### config.mk
export PLATFORM = sky130hd
export DESIGN_NAME = pe_weight_rom_arbiter_flat
export DESIGN_NICKNAME = d
export VERILOG_FILES = /design/src/rtl/pe_pkg.sv /design/src/rtl/pe_weight_rom_arbiter_if.sv /design/src/rtl/rr_priority_picker.sv /design/src/rtl/pe_weight_rom_arbiter.sv /design/src/flat_wrapper.sv
export SDC_FILE = /design/constraint.sdc
export NUM_CORES = 1
export LEC_CHECK = 0
export ABC_AREA = 0
export ABC_CLOCK_PERIOD_IN_PS = 2050
export CAP_MARGIN = 10
export CORE_AREA = 2 2 222 224
export CTS_BUF_LIST = sky130_fd_sc_hd__clkbuf_4 sky130_fd_sc_hd__clkbuf_8 sky130_fd_sc_hd__clkbuf_16
export DETAILED_ROUTE_END_ITERATION = 7
export DIE_AREA = 0 0 224 226
export GPL_TIMING_DRIVEN = 0
export SYNTH_ARGS = -nofsm -noshare
export SYNTH_HDL_FRONTEND = slang
export SYNTH_SLANG_ARGS = --single-unit
### constraint.sdc
create_clock -name clk -period 2.05 [get_ports clk]
set_input_delay 0.41 -clock clk [delete_from_list [all_inputs] [get_ports clk]]
set_output_delay 0.41 -clock clk [all_outputs]
set_load 0.01 [all_outputs]
### src/rtl/pe_pkg.sv
// Shared PE-array constants and types for the weight-ROM arbiter and the future output-buffer arbiters.
// Pure declarations: no logic, no latency, no flow control.
package pe_pkg;

   localparam int unsigned PE_ROM_LATENCY = 2;
   localparam int unsigned PE_BURST_LEN   = 9;

   typedef enum logic [0:0] {
      ARB_IDLE  = 1'b0,
      ARB_BURST = 1'b1
   } arb_state_e;

   // Counter width that never collapses to zero bits for a modulus of 1.
   function automatic int unsigned pe_cnt_w(input int unsigned n);
      return (n > 1) ? $clog2(n) : 1;
   endfunction

endpackage

### src/rtl/pe_weight_rom_arbiter_if.sv
// Request, ROM and response signals between the PE controllers, the weight ROM and the arbiter.
// slave = arbiter view; master = requester/ROM environment view.
interface pe_weight_rom_arbiter_if #(
   parameter int unsigned pREQ_NUM    = 4,
   parameter int unsigned pADDR_WIDTH = 10,
   parameter int unsigned pDATA_WIDTH = 256
);

   logic [pREQ_NUM-1:0]             req;
   logic [pREQ_NUM*pADDR_WIDTH-1:0] req_addr;
   logic [pREQ_NUM-1:0]             gnt;
   logic                            rom_en;
   logic [pADDR_WIDTH-1:0]          rom_addr;
   logic [pDATA_WIDTH-1:0]          rom_data;
   logic [pREQ_NUM-1:0]             rsp_valid;
   logic [pDATA_WIDTH-1:0]          rsp_data;
   logic                            busy;

   modport slave (
      input  req,
      input  req_addr,
      input  rom_data,
      output gnt,
      output rom_en,
      output rom_addr,
      output rsp_valid,
      output rsp_data,
      output busy
   );

   modport master (
      output req,
      output req_addr,
      output rom_data,
      input  gnt,
      input  rom_en,
      input  rom_addr,
      input  rsp_valid,
      input  rsp_data,
      input  busy
   );

endinterface

### src/rtl/rr_priority_picker.sv
// Combinational round-robin pick: first set req bit scanning upward from ptr_i, wrapping modulo N.
// Zero latency; no flow control of its own.
module rr_priority_picker #(
   parameter int unsigned N  = 4,
   parameter int unsigned PW = $clog2(N)
) (
   input  logic [N-1:0]  req_i,
   input  logic [PW-1:0] ptr_i,
   output logic [N-1:0]  onehot_o,
   output logic [PW-1:0] idx_o,
   output logic          any_o
);

   logic found;

   always_comb begin
      found    = 1'b0;
      onehot_o = '0;
      idx_o    = '0;
      // k is the scan distance from ptr_i; the first hit along that order wins.
      for (int k = 0; k < int'(N); k++) begin
         for (int m = 0; m < int'(N); m++) begin
            if (!found && req_i[m] && (((int'(ptr_i) + k) % int'(N)) == m)) begin
               found       = 1'b1;
               onehot_o[m] = 1'b1;
               idx_o       = PW'(m);
            end
         end
      end
   end

   assign any_o = |req_i;

endmodule

### src/rtl/pe_weight_rom_arbiter.sv
// Round-robin sharing of one weight ROM among PE controllers in fixed bursts of pBURST_LEN beats.
// One cycle of arbitration from IDLE, back-to-back bursts after that; responses return pROM_LATENCY cycles after issue.
module pe_weight_rom_arbiter
   import pe_pkg::*;
#(
   parameter int unsigned pREQ_NUM     = 4,
   parameter int unsigned pADDR_WIDTH  = 10,
   parameter int unsigned pDATA_WIDTH  = 256,
   parameter int unsigned pBURST_LEN   = PE_BURST_LEN,
   parameter int unsigned pROM_LATENCY = PE_ROM_LATENCY
) (
   input logic                   clk,
   input logic                   rst,
   pe_weight_rom_arbiter_if.slave bus
);

   localparam int unsigned PW = $clog2(pREQ_NUM);
   localparam int unsigned BW = pe_cnt_w(pBURST_LEN);

   localparam logic [0:0]    ST_IDLE   = ARB_IDLE;
   localparam logic [0:0]    ST_BURST  = ARB_BURST;
   localparam logic [BW-1:0] LAST_BEAT = BW'(pBURST_LEN - 1);
   localparam logic [PW-1:0] LAST_IDX  = PW'(pREQ_NUM - 1);

   logic [0:0]             state_q, state_d;
   logic [pREQ_NUM-1:0]    gnt_q, gnt_d;
   logic [PW-1:0]          win_q, win_d;
   logic [PW-1:0]          rr_q, rr_d;
   logic [BW-1:0]          beat_q, beat_d;

   logic [PW-1:0]          ptr_next;
   logic [PW-1:0]          pick_ptr;
   logic [pREQ_NUM-1:0]    pick_oh;
   logic [PW-1:0]          pick_idx;
   logic                   pick_any;

   logic                   in_burst;
   logic                   last_beat;
   logic                   win_req;
   logic                   burst_end;
   logic                   rom_en;
   logic [pADDR_WIDTH-1:0] win_addr;
   logic [pDATA_WIDTH-1:0] rsp_data;

   logic [pROM_LATENCY-1:0] tag_vld_q;
   logic [pREQ_NUM-1:0]     tag_id_q [pROM_LATENCY];

   always_comb begin
      win_req  = 1'b0;
      win_addr = '0;
      for (int k = 0; k < int'(pREQ_NUM); k++) begin
         if (win_q == PW'(k)) begin
            win_req  = bus.req[k];
            win_addr = bus.req_addr[k*pADDR_WIDTH +: pADDR_WIDTH];
         end
      end
   end

   assign in_burst  = (state_q == ST_BURST);
   assign last_beat = (beat_q == LAST_BEAT);

   // A drop on the final beat is the requester releasing at completion, not an abort.
   assign rom_en    = in_burst && (win_req || last_beat);
   assign burst_end = in_burst && (last_beat || !win_req);

   assign ptr_next = (win_q == LAST_IDX) ? '0 : win_q + PW'(1);
   assign pick_ptr = in_burst ? ptr_next : rr_q;

   rr_priority_picker #(
      .N  (pREQ_NUM),
      .PW (PW)
   ) u_picker (
      .req_i    (bus.req),
      .ptr_i    (pick_ptr),
      .onehot_o (pick_oh),
      .idx_o    (pick_idx),
      .any_o    (pick_any)
   );

   always_comb begin
      state_d = state_q;
      gnt_d   = gnt_q;
      win_d   = win_q;
      rr_d    = rr_q;
      beat_d  = beat_q;
      case (state_q)
         ST_IDLE: begin
            if (pick_any) begin
               state_d = ST_BURST;
               gnt_d   = pick_oh;
               win_d   = pick_idx;
               beat_d  = '0;
            end
         end
         default: begin
            if (burst_end) begin
               rr_d   = ptr_next;
               beat_d = '0;
               if (pick_any) begin
                  gnt_d = pick_oh;
                  win_d = pick_idx;
               end else begin
                  state_d = ST_IDLE;
                  gnt_d   = '0;
               end
            end else begin
               beat_d = beat_q + BW'(1);
            end
         end
      endcase
   end

   always_ff @(posedge clk) begin
      if (rst) begin
         state_q <= ST_IDLE;
         gnt_q   <= '0;
         win_q   <= '0;
         rr_q    <= '0;
         beat_q  <= '0;
      end else begin
         state_q <= state_d;
         gnt_q   <= gnt_d;
         win_q   <= win_d;
         rr_q    <= rr_d;
         beat_q  <= beat_d;
      end
   end

   // Tag pipe mirrors the ROM latency so each data beat carries its owner's id.
   always_ff @(posedge clk) begin
      if (rst) begin
         tag_vld_q <= '0;
         for (int s = 0; s < int'(pROM_LATENCY); s++) begin
            tag_id_q[s] <= '0;
         end
      end else begin
         tag_vld_q[0] <= rom_en;
         tag_id_q[0]  <= gnt_q;
         for (int s = 1; s < int'(pROM_LATENCY); s++) begin
            tag_vld_q[s] <= tag_vld_q[s-1];
            tag_id_q[s]  <= tag_id_q[s-1];
         end
      end
   end

   assign rsp_data      = bus.rom_data;

   assign bus.gnt       = gnt_q;
   assign bus.rom_en    = rom_en;
   assign bus.rom_addr  = in_burst ? win_addr : '0;
   assign bus.rsp_valid = tag_vld_q[pROM_LATENCY-1] ? tag_id_q[pROM_LATENCY-1] : '0;
   assign bus.rsp_data  = rsp_data;
   assign bus.busy      = in_burst || (|tag_vld_q);

endmodule
### src/flat_wrapper.sv
// flat-port wrapper written by rule: the top's interface ports become plain ports
module pe_weight_rom_arbiter_flat import pe_pkg::*;
#(
   parameter int unsigned pREQ_NUM     = 4,
   parameter int unsigned pADDR_WIDTH  = 10,
   parameter int unsigned pDATA_WIDTH  = 256,
   parameter int unsigned pBURST_LEN   = PE_BURST_LEN,
   parameter int unsigned pROM_LATENCY = PE_ROM_LATENCY
)
  (clk, rst, bus_req, bus_req_addr, bus_rom_data, bus_gnt, bus_rom_en, bus_rom_addr, bus_rsp_valid, bus_rsp_data, bus_busy);
  pe_weight_rom_arbiter_if #(.pREQ_NUM(pREQ_NUM), .pADDR_WIDTH(pADDR_WIDTH), .pDATA_WIDTH(pDATA_WIDTH)) bus_i ();
  input logic clk;
  input logic rst;
  input wire logic [$bits(bus_i.req)-1:0] bus_req;
  input wire logic [$bits(bus_i.req_addr)-1:0] bus_req_addr;
  input wire logic [$bits(bus_i.rom_data)-1:0] bus_rom_data;
  output wire logic [$bits(bus_i.gnt)-1:0] bus_gnt;
  output wire logic [$bits(bus_i.rom_en)-1:0] bus_rom_en;
  output wire logic [$bits(bus_i.rom_addr)-1:0] bus_rom_addr;
  output wire logic [$bits(bus_i.rsp_valid)-1:0] bus_rsp_valid;
  output wire logic [$bits(bus_i.rsp_data)-1:0] bus_rsp_data;
  output wire logic [$bits(bus_i.busy)-1:0] bus_busy;
  assign bus_i.req = bus_req;
  assign bus_i.req_addr = bus_req_addr;
  assign bus_i.rom_data = bus_rom_data;
  assign bus_gnt = bus_i.gnt;
  assign bus_rom_en = bus_i.rom_en;
  assign bus_rom_addr = bus_i.rom_addr;
  assign bus_rsp_valid = bus_i.rsp_valid;
  assign bus_rsp_data = bus_i.rsp_data;
  assign bus_busy = bus_i.busy;
  pe_weight_rom_arbiter #(.pREQ_NUM(pREQ_NUM), .pADDR_WIDTH(pADDR_WIDTH), .pDATA_WIDTH(pDATA_WIDTH), .pBURST_LEN(pBURST_LEN), .pROM_LATENCY(pROM_LATENCY)) u_core (.clk(clk), .rst(rst), .bus(bus_i));
endmodule
==> impl_metrics.tcl <==
set metrics [dict create \
    outcome "complete, but fails checks" \
    violations "setup timing" \
    synth_edf_count 0 \
    critical_path_class "flip-flop to output pin" \
    clock.fmax_ghz 0.4253 \
    drive_gt1_frac 0.4527 \
    slowest_delay_ns 0.41 \
    drcViolationCount 0 \
    syn_inst 444 \
    maxSlewViolCount 0 \
    crit_chain "inv_4 -> ha_4 -> nor2b_4 -> buf_8 -> a221oi_4 -> nor3_2 -> a21oi_1 -> nor2_1 -> buf_2" \
    place_hpwl_um 14670 \
    r2r_cells 10 \
    timing.final.crit_share 1.147 \
    syn_area_per_cell_um2 7.724 \
    syn_area_um2 3430 \
    clockBufferDepth 2 \
    root_buffer "clkbuf_16" \
    drt_iter0_markers 69 \
    p_leak_nw 3.330 \
    cts.sinks 23 \
    cp_max_fo 5 \
    cp.arrival_ns 1.94 \
    ys.flop_type "dfxtp_1" \
    yosysWarnings 0 \
    timing.rr.start "u_core.win_q[0]$_SDFFE_PP0P_" \
    finalSetupViolations 15 \
    area_delta_synth_final_pct 135.0 \
    cts_tree "built" \
    async_reset_ff_frac 0 \
    cts_hold_buf 0 \
    critPathLaunch "u_core.win_q[1]$_SDFFE_PP0P_" \
    regToRegEndpoint "u_core.beat_q[1]$_SDFFE_PP0P_" \
    r2r_setup_slack_ns -0.03 \
    gp_routability_congestion 0.8407 \
    grt_max_degree 14 \
    dp_slack_ns -1.174 \
    seq_area_frac_synth 0.1343 \
    fin_cells 1407 \
    cp-start-kind "flip-flop" \
    post_drt_wl_per_cell_um 11.77 \
    viasPerCell 2.781 \
    slowest_stage "a221oi_4" \
    die_x_um 224 \
    die_area_um2 50620 \
    grt_first_pass_wirelength_um 21510 \
    tightest_slew_ns 0.8321 \
    fin_crit_ns 2.351 \
    synth_nets 752 \
    clk_pin_slew_ns 0.06 \
    die_h_um 226 \
    vias 3913 \
    crit_required_ns 1.64 \
    initial_core_util 0.07094 \
    holdCritStartpoint "u_core.tag_id_q[0][3]$_SDFF_PP0_" \
    placeableCoreArea_um2 48340 \
    first_pass_iters 4 \
    p_per_area_nw_per_um2 447.4 \
    slew_headroom 0.4401 \
    htree_num_levels 1 \
    synth.distinct_cells 46 \
    grt.overflow.total 0 \
    hp-class "flip-flop to flip-flop" \
    io_buffers 320 \
    setup_ws_ns -0.3011 \
    rows 81 \
    track_usage 0.05560 \
    whs_endpoint "u_core.tag_id_q[0][7]$_SDFF_PP0_" \
    io_pins 578 \
    first_global_vias 3743 \
    cap_violations 0 \
    antenna_found_initial 3 \
    cts_buffers 3 \
    rsz0062_at_grt "true" \
    clk_latency_ns 0.25 \
    hold_viol_final 0 \
    place_inst 1386 \
    final_antenna_net_count 0 \
    end_kind "output pin" \
    drt_wl_total_um 16570 \
    fin_nets 1091 \
    synth-seq-cells 23 \
    skew_ns 0.004282 \
    whs_path_depth 1 \
    ir_worst_vdd_uv 406.4 \
]
## critical path, delay by kind of cell (launching register included)
family,cells,cell delay (ns)
compound gates,2,0.53
fa+ha+maj,1,0.17
buf+inv,3,0.35
flops,1,0.38
simple gates,3,0.26
## synth_stat cells (2+ instances only)
cell type | count | share of area
a21oi_1 | 20 | 0.029
a221oi_1 | 10 | 0.026
a221oi_2 | 2 | 0.0088
a311oi_1 | 2 | 0.0051
and2_1 | 4 | 0.0073
buf_4 | 258 | 0.56
clkbuf_1 | 8 | 0.0088
dfxtp_1 | 23 | 0.13
ha_1 | 6 | 0.022
inv_1 | 7 | 0.0077
mux2i_1 | 2 | 0.0058
nand2_1 | 4 | 0.0044
nand3_1 | 3 | 0.0044
nor2_1 | 23 | 0.025
nor2b_1 | 21 | 0.038
nor3_1 | 12 | 0.018
o211ai_1 | 2 | 0.0044
o21ai_0 | 7 | 0.010
o31ai_1 | 3 | 0.0066
## power by group
part	switching, mW	total [mW]	internal (mW)
clock	0.156	0.418	0.262
combinational	1.13	2.65	1.52
sequential	0.0406	0.538	0.497
total	1.32	3.61	2.28
## layout make-up
type / instances / area [um2]
plain buffers: 268 / 2041
clock inverters: 1 / 5.005
clock buffers: 3 / 75.07
inverters: 8 / 37.54
well taps: 622 / 778.2
multi-input cells: 145 / 1348
diodes: 3 / 7.507
repair buffers: 334 / 3301
fillers: 5293 / 40280
flip-flops and latches: 23 / 467.9
## placed cells by master, fill, tap and decap left out, types with 4 or more instances in the layout
cell	n
clkdlybuf4s50_1	305
dfxtp_1	21
clkbuf_16	4
nor2b_1	19
buf_6	7
and2_1	4
nor2_1	22
buf_4	266
a221oi_4	9
inv_1	5
a21oi_1	15
buf_2	9
nor3_2	9
## metal layers
layer,vias up,track usage,share of wire
li1,1878,-,-
met1,1761,0.06392,0.35
met2,266,0.1048,0.54
met3,8,0.01106,0.091
met4,0,0.01312,0.013
met5,-,0,0
## cell families (layout without fill, tap and decap cells)
| family | Yosys count | in the layout | synth area share |
|---|---|---|---|
| and+or+nand+nor | 77 | 77 | 0.1219 |
| muxes | 4 | 4 | 0.01423 |
| AOI/OAI and AO/OA | 57 | 57 | 0.1186 |
| buffers and inverters | 276 | 614 | 0.5866 |
| xor gates and xnor gates | 1 | 1 | 0.002554 |
| adders and majority gates | 6 | 6 | 0.02189 |
| DFF | 23 | 23 | 0.1343 |
| other | 0 | 3 | 0 |
## through the flow
step	hold slack, ns	TNS (ns)	util	power, mW	instance area, um2
floorplan	0.4138	0	-	1.618	3430
global placement	0.4327	-11.36	0.1533	2.623	7411
detailed placement	0.4275	-11.32	0.1533	2.629	7411
CTS	0.4412	-2.454	0.1616	3.414	7812
global route	0.4646	-3.733	0.1667	3.823	8060
finish	0.4360	-2.280	0.1667	3.606	8060
## flip-flops by register name (all words and copies together) (netlist names)
register	cells
u_core.beat_q	4
u_core.bus.gnt	4
u_core.in_burst	1
u_core.rr_q	2
u_core.tag_id_q	8
u_core.tag_vld_q	2
u_core.win_q	2
## worst max-delay path by stage
stage | end | slack, ns | depth (start not counted)
2_1_floorplan | bus_rom_addr[0] | 0.11 | 8
3_3_place_gp | bus_rom_addr[0] | -1.13 | 9
3_5_place_dp | bus_rom_addr[0] | -1.17 | 9
4_1_cts | bus_rom_addr[0] | -0.31 | 9
5_1_grt | bus_rom_addr[0] | -0.39 | 9
6_report | bus_rom_addr[0] | -0.30 | 9
## timing repair
item,CTS,global route
pin swaps,16,14
cloned,1,1
buffers inserted,5,7
setup endpoints to repair,21,20
gates resized for setup,116,44
Note: power is estimated with default switching activity, not from simulation.
